**src/rtl/kcpsm6_uart_tx.sv**
```systemverilog
// Port-mapped 8N1 UART transmitter for the KCPSM6 output bus, with a write FIFO
// and a registered status byte for the in_port read mux.
//
// state | meaning
// IDLE  | line high, waiting for a byte in the FIFO
// START | driving the start bit (low) for one bit period
// DATA  | shifting out 8 data bits, LSB first
// STOP  | driving the stop bit (high) for one bit period
`timescale 1ns/1ps
module kcpsm6_uart_tx #(
  parameter int          CLK_FREQ_HZ = 100000000,
  parameter int          BAUD        = 115200,
  parameter logic [7:0]  DATA_PORT   = 8'h01,
  parameter logic [7:0]  STATUS_PORT = 8'h02,
  parameter int          FIFO_AW     = 4
) (
  input  logic       clk,
  input  logic       reset,
  input  logic [7:0] port_id,
  input  logic [7:0] out_port,
  input  logic       write_strobe,
  input  logic       read_strobe,
  output logic [7:0] status_data,
  output logic       tx
);

  localparam int DIV = CLK_FREQ_HZ / BAUD;
  localparam int CW  = (DIV > 2) ? $clog2(DIV) : 1;
  localparam logic [CW-1:0] DIV_LAST = CW'(DIV - 1);

  typedef enum logic [1:0] {IDLE, START, DATA, STOP} state_t;

  state_t           state, state_nxt;
  logic [CW-1:0]    baud_cnt, baud_cnt_nxt;
  logic [2:0]       bit_cnt, bit_cnt_nxt;
  logic [7:0]       shift, shift_nxt;
  logic             tx_nxt;
  logic             pop;

  logic [7:0]       mem [2**FIFO_AW];
  logic [FIFO_AW:0] wr_ptr, rd_ptr;
  logic             fifo_empty, fifo_full, overflow, busy;
  logic             wr_hit, push, drop, ovf_clear;

  assign fifo_empty = (wr_ptr == rd_ptr);
  assign fifo_full  = (wr_ptr[FIFO_AW] != rd_ptr[FIFO_AW]) &&
                      (wr_ptr[FIFO_AW-1:0] == rd_ptr[FIFO_AW-1:0]);
  assign busy       = (state != IDLE) || !fifo_empty;

  // Fullness is taken from the registered pointers, so a pop in the same
  // cycle never makes room for a write that arrived while full.
  assign wr_hit    = write_strobe && (port_id == DATA_PORT);
  assign push      = wr_hit && !fifo_full;
  assign drop      = wr_hit && fifo_full;
  assign ovf_clear = read_strobe && (port_id == STATUS_PORT);

  always_ff @(posedge clk) begin
    if (push) mem[wr_ptr[FIFO_AW-1:0]] <= out_port;
  end

  always_ff @(posedge clk or posedge reset) begin
    if (reset) begin
      wr_ptr      <= '0;
      rd_ptr      <= '0;
      overflow    <= 1'b0;
      status_data <= 8'h00;
    end else begin
      if (push) wr_ptr <= wr_ptr + 1'b1;
      if (pop)  rd_ptr <= rd_ptr + 1'b1;
      if (drop)           overflow <= 1'b1;
      else if (ovf_clear) overflow <= 1'b0;
      status_data <= (port_id == STATUS_PORT) ?
                     {4'h0, overflow, busy, fifo_full, fifo_empty} : 8'h00;
    end
  end

  always_ff @(posedge clk or posedge reset) begin
    if (reset) begin
      state    <= IDLE;
      baud_cnt <= '0;
      bit_cnt  <= '0;
      shift    <= '0;
      tx       <= 1'b1;
    end else begin
      state    <= state_nxt;
      baud_cnt <= baud_cnt_nxt;
      bit_cnt  <= bit_cnt_nxt;
      shift    <= shift_nxt;
      tx       <= tx_nxt;
    end
  end

  // tx_nxt is the line level for the state being entered, so the register
  // output changes on the same edge as the state.
  always_comb begin
    state_nxt    = state;
    baud_cnt_nxt = (baud_cnt == DIV_LAST) ? '0 : baud_cnt + 1'b1;
    bit_cnt_nxt  = bit_cnt;
    shift_nxt    = shift;
    tx_nxt       = tx;
    pop          = 1'b0;
    case (state)
      IDLE: begin
        baud_cnt_nxt = '0;
        tx_nxt       = 1'b1;
        if (!fifo_empty) begin
          pop       = 1'b1;
          shift_nxt = mem[rd_ptr[FIFO_AW-1:0]];
          state_nxt = START;
          tx_nxt    = 1'b0;
        end
      end
      START: begin
        if (baud_cnt == DIV_LAST) begin
          state_nxt   = DATA;
          bit_cnt_nxt = 3'd0;
          tx_nxt      = shift[0];
        end
      end
      DATA: begin
        if (baud_cnt == DIV_LAST) begin
          shift_nxt = shift >> 1;
          if (bit_cnt == 3'd7) begin
            state_nxt = STOP;
            tx_nxt    = 1'b1;
          end else begin
            bit_cnt_nxt = bit_cnt + 1'b1;
            tx_nxt      = shift[1];
          end
        end
      end
      STOP: begin
        if (baud_cnt == DIV_LAST) begin
          state_nxt = IDLE;
          tx_nxt    = 1'b1;
        end
      end
      default: state_nxt = IDLE;
    endcase
  end

endmodule

```
**config.mk**
```make
export PLATFORM = sky130hd
export DESIGN_NAME = kcpsm6_uart_tx
export DESIGN_NICKNAME = d
export VERILOG_FILES = /design/src/rtl/kcpsm6_uart_tx.sv
export SDC_FILE = /design/constraint.sdc
export NUM_CORES = 1
export LEC_CHECK = 0
export BUFFER_PORTS_ARGS = -buffer_cell sky130_fd_sc_hd__buf_2
export CAP_MARGIN = 20
export CORE_MARGIN = 5
export CORE_UTILIZATION = 45
export DETAILED_ROUTE_END_ITERATION = 7
export PLACE_DENSITY_LB_ADDON = 0.08
export SLEW_MARGIN = 5
export SYNTH_ARGS = -nofsm -noshare
export SYNTH_HDL_FRONTEND = slang
export SYNTH_SLANG_ARGS = --single-unit
```
**constraint.sdc**
```tcl
create_clock -name clk -period 2.12 [get_ports clk]
set_input_delay 0.636 -clock clk [delete_from_list [all_inputs] [get_ports clk]]
set_output_delay 0.636 -clock clk [all_outputs]
set_load 0.01 [all_outputs]
```
Yosys cells after proc, flatten, opt, wreduce, memory -nomap -nowiden
Memories as Yosys holds them, arrays and structs flattened.
Index checks and enable logic that the tools add are counted.
{ "word_totals": {"ramBits": 128, "n_memories": 1, "word_cells": 75, "register_bits": 39, "out_inout_bits": 9, "in_bits": 20} }
{ "memory_table": {"columns": ["name", "depth", "width", "rd", "rd_clocked_by_memory_dff", "write_ports", "line", "rtl"], "rows": [
  ["mem", 16, 8, 1, 0, 1, "40", "logic [7:0] mem [2**FIFO_AW];"]
]} }
{ "classes": {"n_addsub": 4, "n_mux": 28, "reduce_logical": 17, "eq_ne": 16} }
{ "op_table": {"columns": ["cell", "n"], "rows": [
  ["$mux W10", 2],
  ["$mux W8", 2],
  ["$pmux W8 S2", 1],
  ["$ne A2 B2 Y1 const B", 6],
  ["$mux W1", 11],
  ["$add A10 B1 Y10 const B", 1],
  ["$add A5 B1 Y5 const B", 2],
  ["$eq A10 B10 Y1 const B", 1],
  ["$mux W2", 5],
  ["$mux W3", 3],
  ["$eq A8 B1 Y1 const B", 1],
  ["$eq A8 B2 Y1 const B", 1],
  ["$pmux W2 S4", 1],
  ["$reduce_bool A2 Y1", 4],
  ["$pmux W3 S2", 1],
  ["$reduce_and A3 Y1", 2],
  ["$eq A5 B5 Y1", 1],
  ["$logic_and A1 B1 Y1", 5],
  ["$reduce_and A5 Y1", 1],
  ["$eq A2 B2 Y1 const B", 2],
  ["$eq A4 B4 Y1", 1],
  ["$mux W4", 1],
  ["$pmux W1 S4", 1],
  ["$reduce_and A4 Y1", 1],
  ["other kinds (7)", 8]
]} }

Longest topological paths before layout
{ "depth": {"depth_word": 6, "ltp_mapped": 8, "depth_no_buf": 6} }

Worst setup path before layout
OpenSTA, ideal clock, no wires.
{ "synth_path": {"kind": "input to register", "startpoint": "in port_id[3]", "endpoint": "mem mem[3][0] (enable)", "path_slack_ns": -0.367, "required_ns": 1.737, "stages": 6, "t_arrival_ns": 2.104, "setup_time_ns": 0.383, "n_path_buf": 1, "path_cell_list": "nor4_1 -> nand4_1 -> a21oi_1 -> buf_2 -> nand2_1 -> nor3_1"} }
{ "synth_via": {"elab_chain_cells": 5} }
{ "synth_rtl": {"columns": ["element", "line", "rtl"], "rows": [
  ["from (decl)", "19", "input logic [7:0] port_id,"],
  ["$eq A8 B1 Y1", "52", "assign wr_hit = write_strobe && (port_id == DATA_PORT);"],
  ["$logic_and A1 B1 Y1", "52", null],
  ["$logic_and A1 B1 Y1", "53", "assign push = wr_hit && !fifo_full;"],
  ["$mux W1", "58", "if (push) mem[wr_ptr[FIFO_AW-1:0]] <= out_port;"],
  ["$mux W1 (implied by the code)", "58", null],
  ["to (decl)", "40", null]
]} }
No other way between the ends.

Worst setup path after layout
{ "layout_path": {"startpoint": "reg rd_ptr[0]", "endpoint": "reg shift[3]"} }
{ "layout_via": {"elab_chain_cells": 3, "elab_cells_between_ends": 6, "cone_classes": "eq/ne: 2; mux: 2; reduce/logical: 1; memory: 1"} }
{ "layout_rtl": {"columns": ["element", "line", "rtl"], "rows": [
  ["from (decl)", "41", "logic [FIFO_AW:0] wr_ptr, rd_ptr;"],
  ["from (signal assigned)", "69", "if (pop) rd_ptr <= rd_ptr + 1'b1;"],
  ["$mem_v2 Z16 W8 or $eq A5 B5 Y1 (tied branches)", null, null],
  ["$mux W8 or $ne A2 B2 Y1 (tied branches)", null, null],
  ["$pmux W8 S2 or $reduce_and A3 Y1 (tied branches)", null, null],
  ["to (signal assigned)", "88", "shift <= shift_nxt;"],
  ["to (decl)", "36", "logic [7:0] shift, shift_nxt;"]
]} }
Several ways; a longest one is shown, not always the timed one. The select of a mux whose other input is x is not followed.
A chain may end at the register's enable or synchronous reset.

==> metrics.md <==
| Metric | Value |
|---|---|
| Status | `finished, final reports clean` |
| IO Port Bufs | `24` |
| Initial cell density of the core | `0.4612` |
| GP Congestion | `0.7939` |
| Critical-path cell list | `buf_12 -> mux4_2 -> a311oi_1 -> a221oi_1 -> a21o_1` |
| Diodes inserted | `0` |
| Die Y | `135.1 um` |
| Final-report setup violation count | `0` |
| Power per cell area | `1192 nW/um^2` |
| Post-CTS Setup Repair Bufs | `0` |
| Final worst slack | `0.06647 ns` |
| Max Cap Viol | `0` |
| Crit share post-route | `0.9686` |
| Clock slew at reported path FFs | `0.07 ns` |
| Post-Route WL | `14.58 mm` |
| Crit path arrival time | `2.37 ns` |
| CTS tree | `yes` |
| Least-Margin Pin Slew | `0.5083 ns` |
| Crit Path Max Fanout | `17` |
| Post-Syn Area | `7037 um^2` |
| Vias post-DR | `3,788` |
| TritonCTS Buffers | `17` |
| Clock Latency Late Sink | `0.44 ns` |
| DRC | `0` |
| Post-layout minimum cycle time | `2.054 ns` |
| Finished Core Util | `0.5479` |
| Max Root-Sink Buffers | `2` |
| DR WL/cell | `20.53 um` |
| Number of synthesized flops with an enable pin | `128` |
| Worst Setup End Kind | `register` |
| Sequential area share after synthesis | `0.6851` |
| Global-route wire length before repair | `23.27 mm` |
| CTS root buf | `clkbuf_16` |
| Static Leak | `3.182 nW` |
| Die area | `18,240 um^2` |
| Core area | `15,260 um^2` |
| Post-Syn Instances | `427` |
| Num rows | `45` |
| Chip width | `135.1 um` |
| Place WS | `-0.2210 ns` |
| Antenna violations before repair | `0` |
| Share of cells above drive strength 1 | `0.2705` |
| Mean Syn Cell Area | `16.48 um^2` |
| Slowest CP cell | `mux4_2` |
| IO Count | `29` |
| First DRT Iteration DRCs | `237` |
| Depth of the CTS H-tree | `4` |
| Clock Sinks | `167` |
| Layout fillers | `1,234` |
| Worst slew margin | `0.6612` |
| Area Growth Syn to Fin | `18.81%` |
| Worst Path Required | `2.43 ns` |
| FFs w/ async S/R, synth | `0.2335` |
| Hold WS | `0.3246 ns` |
| Peak supply drop | `0.0009456 V` |
| Final HPWL DP | `10.00 mm` |
| Post-route ant nets | `0` |
| Most used DFF post-synth | `edfxtp_1` |
| GRT overflow | `0` |
| First-pass DRT Iterations | `4` |
| Max Slew Vio Count | `0` |
| Seq cells post-synth | `167` |
| Via density | `5.335` |
| Crit path launch type | `register` |
| Nets | `519` |
| Setup CP Type | `reg -> reg` |
| Final hold vios | `0` |
| Largest stage delay, worst path | `0.55 ns` |
| Synth unique cells | `51` |
| Synth warn | `0` |
| Total global-route track usage | `0.1734` |
| Max frequency | `487.0 MHz` |
| Vias in the first global route | `3,993` |
| Clk_skew | `0.01845 ns` |
| Hold Crit Class | `in -> async` |
| Pin count of the biggest net entering global routing | `40` |
==> sequential cells by signal, indices dropped and copies added (netlist names), 2 cells and up <==
name         flops
baud_cnt        10
bit_cnt          3
mem            128
rd_ptr           5
shift            8
state            2
status_data      4
wr_ptr           5
==> cells in the final DEF (no fill, tap or decap), types with 3 or more instances in the layout <==
cell / n
a22o_1: 5
inv_1: 17
o21ai_0: 4
and3_1: 15
buf_4: 26
o22ai_1: 7
nand2_1: 9
ha_1: 13
conb_1: 4
mux4_2: 24
dfrtp_1: 37
edfxtp_1: 128
nand4_1: 6
nor2_1: 22
xnor2_1: 11
a311oi_1: 5
a21o_1: 7
a22oi_1: 6
nand3_1: 6
a21oi_1: 3
buf_12: 12
nor3_1: 4
nor2b_1: 6
inv_8: 4
buf_2: 24
mux2_2: 5
xor2_1: 10
inv_6: 4
mux2i_1: 16
a221oi_1: 6
clkbuf_16: 17
==> cell usage after synthesis (all sizes together) (2+ instances only) <==
cell type / number / area [um^2]
a21o: 7 / 52.55
a21oi: 3 / 15.01
a221oi: 6 / 52.55
a22o: 5 / 43.79
a22oi: 6 / 45.04
a311oi: 7 / 61.31
a32o: 2 / 21.27
and2: 2 / 12.51
and3: 17 / 111.4
buf: 21 / 145.1
clkbuf: 4 / 15.01
dfrtp: 38 / 950.9
edfxtp: 128 / 3844
ha: 13 / 162.7
inv: 17 / 63.81
mux2: 5 / 56.30
mux2i: 16 / 160.2
mux4: 24 / 540.5
nand2: 10 / 37.54
nand3: 6 / 30.03
nand4: 6 / 37.54
nor2: 22 / 82.58
nor2b: 6 / 37.54
nor3: 5 / 25.02
nor4: 2 / 27.53
o21ai: 4 / 20.02
o22ai: 7 / 43.79
xnor2: 11 / 96.34
xor2: 11 / 103.9
==> critical path: cells and delay by family, from the launching register on <==
| kind | cells | cell delay, ns |
|---|---|---|
| AOI/OAI and AO/OA | 3 | 0.71 |
| muxes | 1 | 0.55 |
| buffers and inverters | 1 | 0.20 |
| DFF | 1 | 0.46 |
==> timing repair <==
action	4_1_cts	5_1_grt
resized for setup	0	2
hold buffers	0	0
setup endpoints to repair	0	2
==> metrics by stage <==
stage | setup TNS [ns] | total power [mW] | instances | area (um^2)
finish | 0 | 9.962 | 710 | 8361
global route | -0.003058 | 10.52 | 710 | 8361
CTS | 0 | 10.06 | 710 | 8348
detailed placement | -16.89 | 6.900 | 678 | 7739
global placement | -13.61 | 6.854 | 678 | 7739
floorplan | 0 | 6.040 | 430 | 7078
==> final timing paths <==
| kind | startpoint | endpoint | slack [ns] | cells past startpoint |
|---|---|---|---|---|
| setup / recovery | rd_ptr[0] | shift[3] | 0.07 | 5 |
| hold / removal | reset | status_data[1] | 0.32 | 3 |
| setup reg to reg | rd_ptr[0] | shift[3] | 0.07 | 5 |
| hold reg to reg | shift[5] | shift[5] | 0.48 | 1 |
| max in group asynchronous | reset | tx | 1.42 | 3 |
| min in group clk | shift[5] | shift[5] | 0.48 | 1 |
==> cells by family (layout without fill, tap and decap cells) <==
group | Yosys count | in the layout | share of synthesized area
flip-flops | 167 | 167 | 0.6851
AO/OA/AOI/OAI | 54 | 54 | 0.05868
XOR/XNOR | 22 | 22 | 0.02845
adder cells (fa/ha/maj) | 13 | 13 | 0.02312
AND/OR/NAND/NOR | 83 | 83 | 0.06473
multiplexers | 45 | 45 | 0.1076
other | 1 | 4 | 0.0005329
buffers and inverters | 42 | 111 | 0.03183
==> layer usage <==
layer | wire, um | GRT usage
met5 | 0 | 0
met4 | 110 | 0.04927
met3 | 755 | 0.04173
met2 | 7039 | 0.2685
met1 | 6672 | 0.2471
==> power by group <==
| group | total (mW) | switching (mW) | leakage, nW | internal (mW) |
|---|---|---|---|---|
| clock network | 3.16 | 1.37 | 0.293 | 1.79 |
| logic | 2.87 | 1.52 | 1.24 | 1.36 |
| registers | 3.93 | 0.188 | 1.65 | 3.74 |
| total | 9.96 | 3.08 | 3.18 | 6.89 |
==> layout make-up <==
type | count | area, um^2 | share of cell area
clock buffers | 17 | 425.4 | 0.05088
clock inverters | 15 | 183.9 | 0.02200
inverters | 17 | 63.81 | 0.007632
multi-input cells | 221 | 2046 | 0.2447
flip-flops and latches | 167 | 4822 | 0.5768
well taps | 211 | 264.0 | 0.03158
repair buffers | 62 | 555.5 | 0.06645
Power figures use the tool's default switching activity.
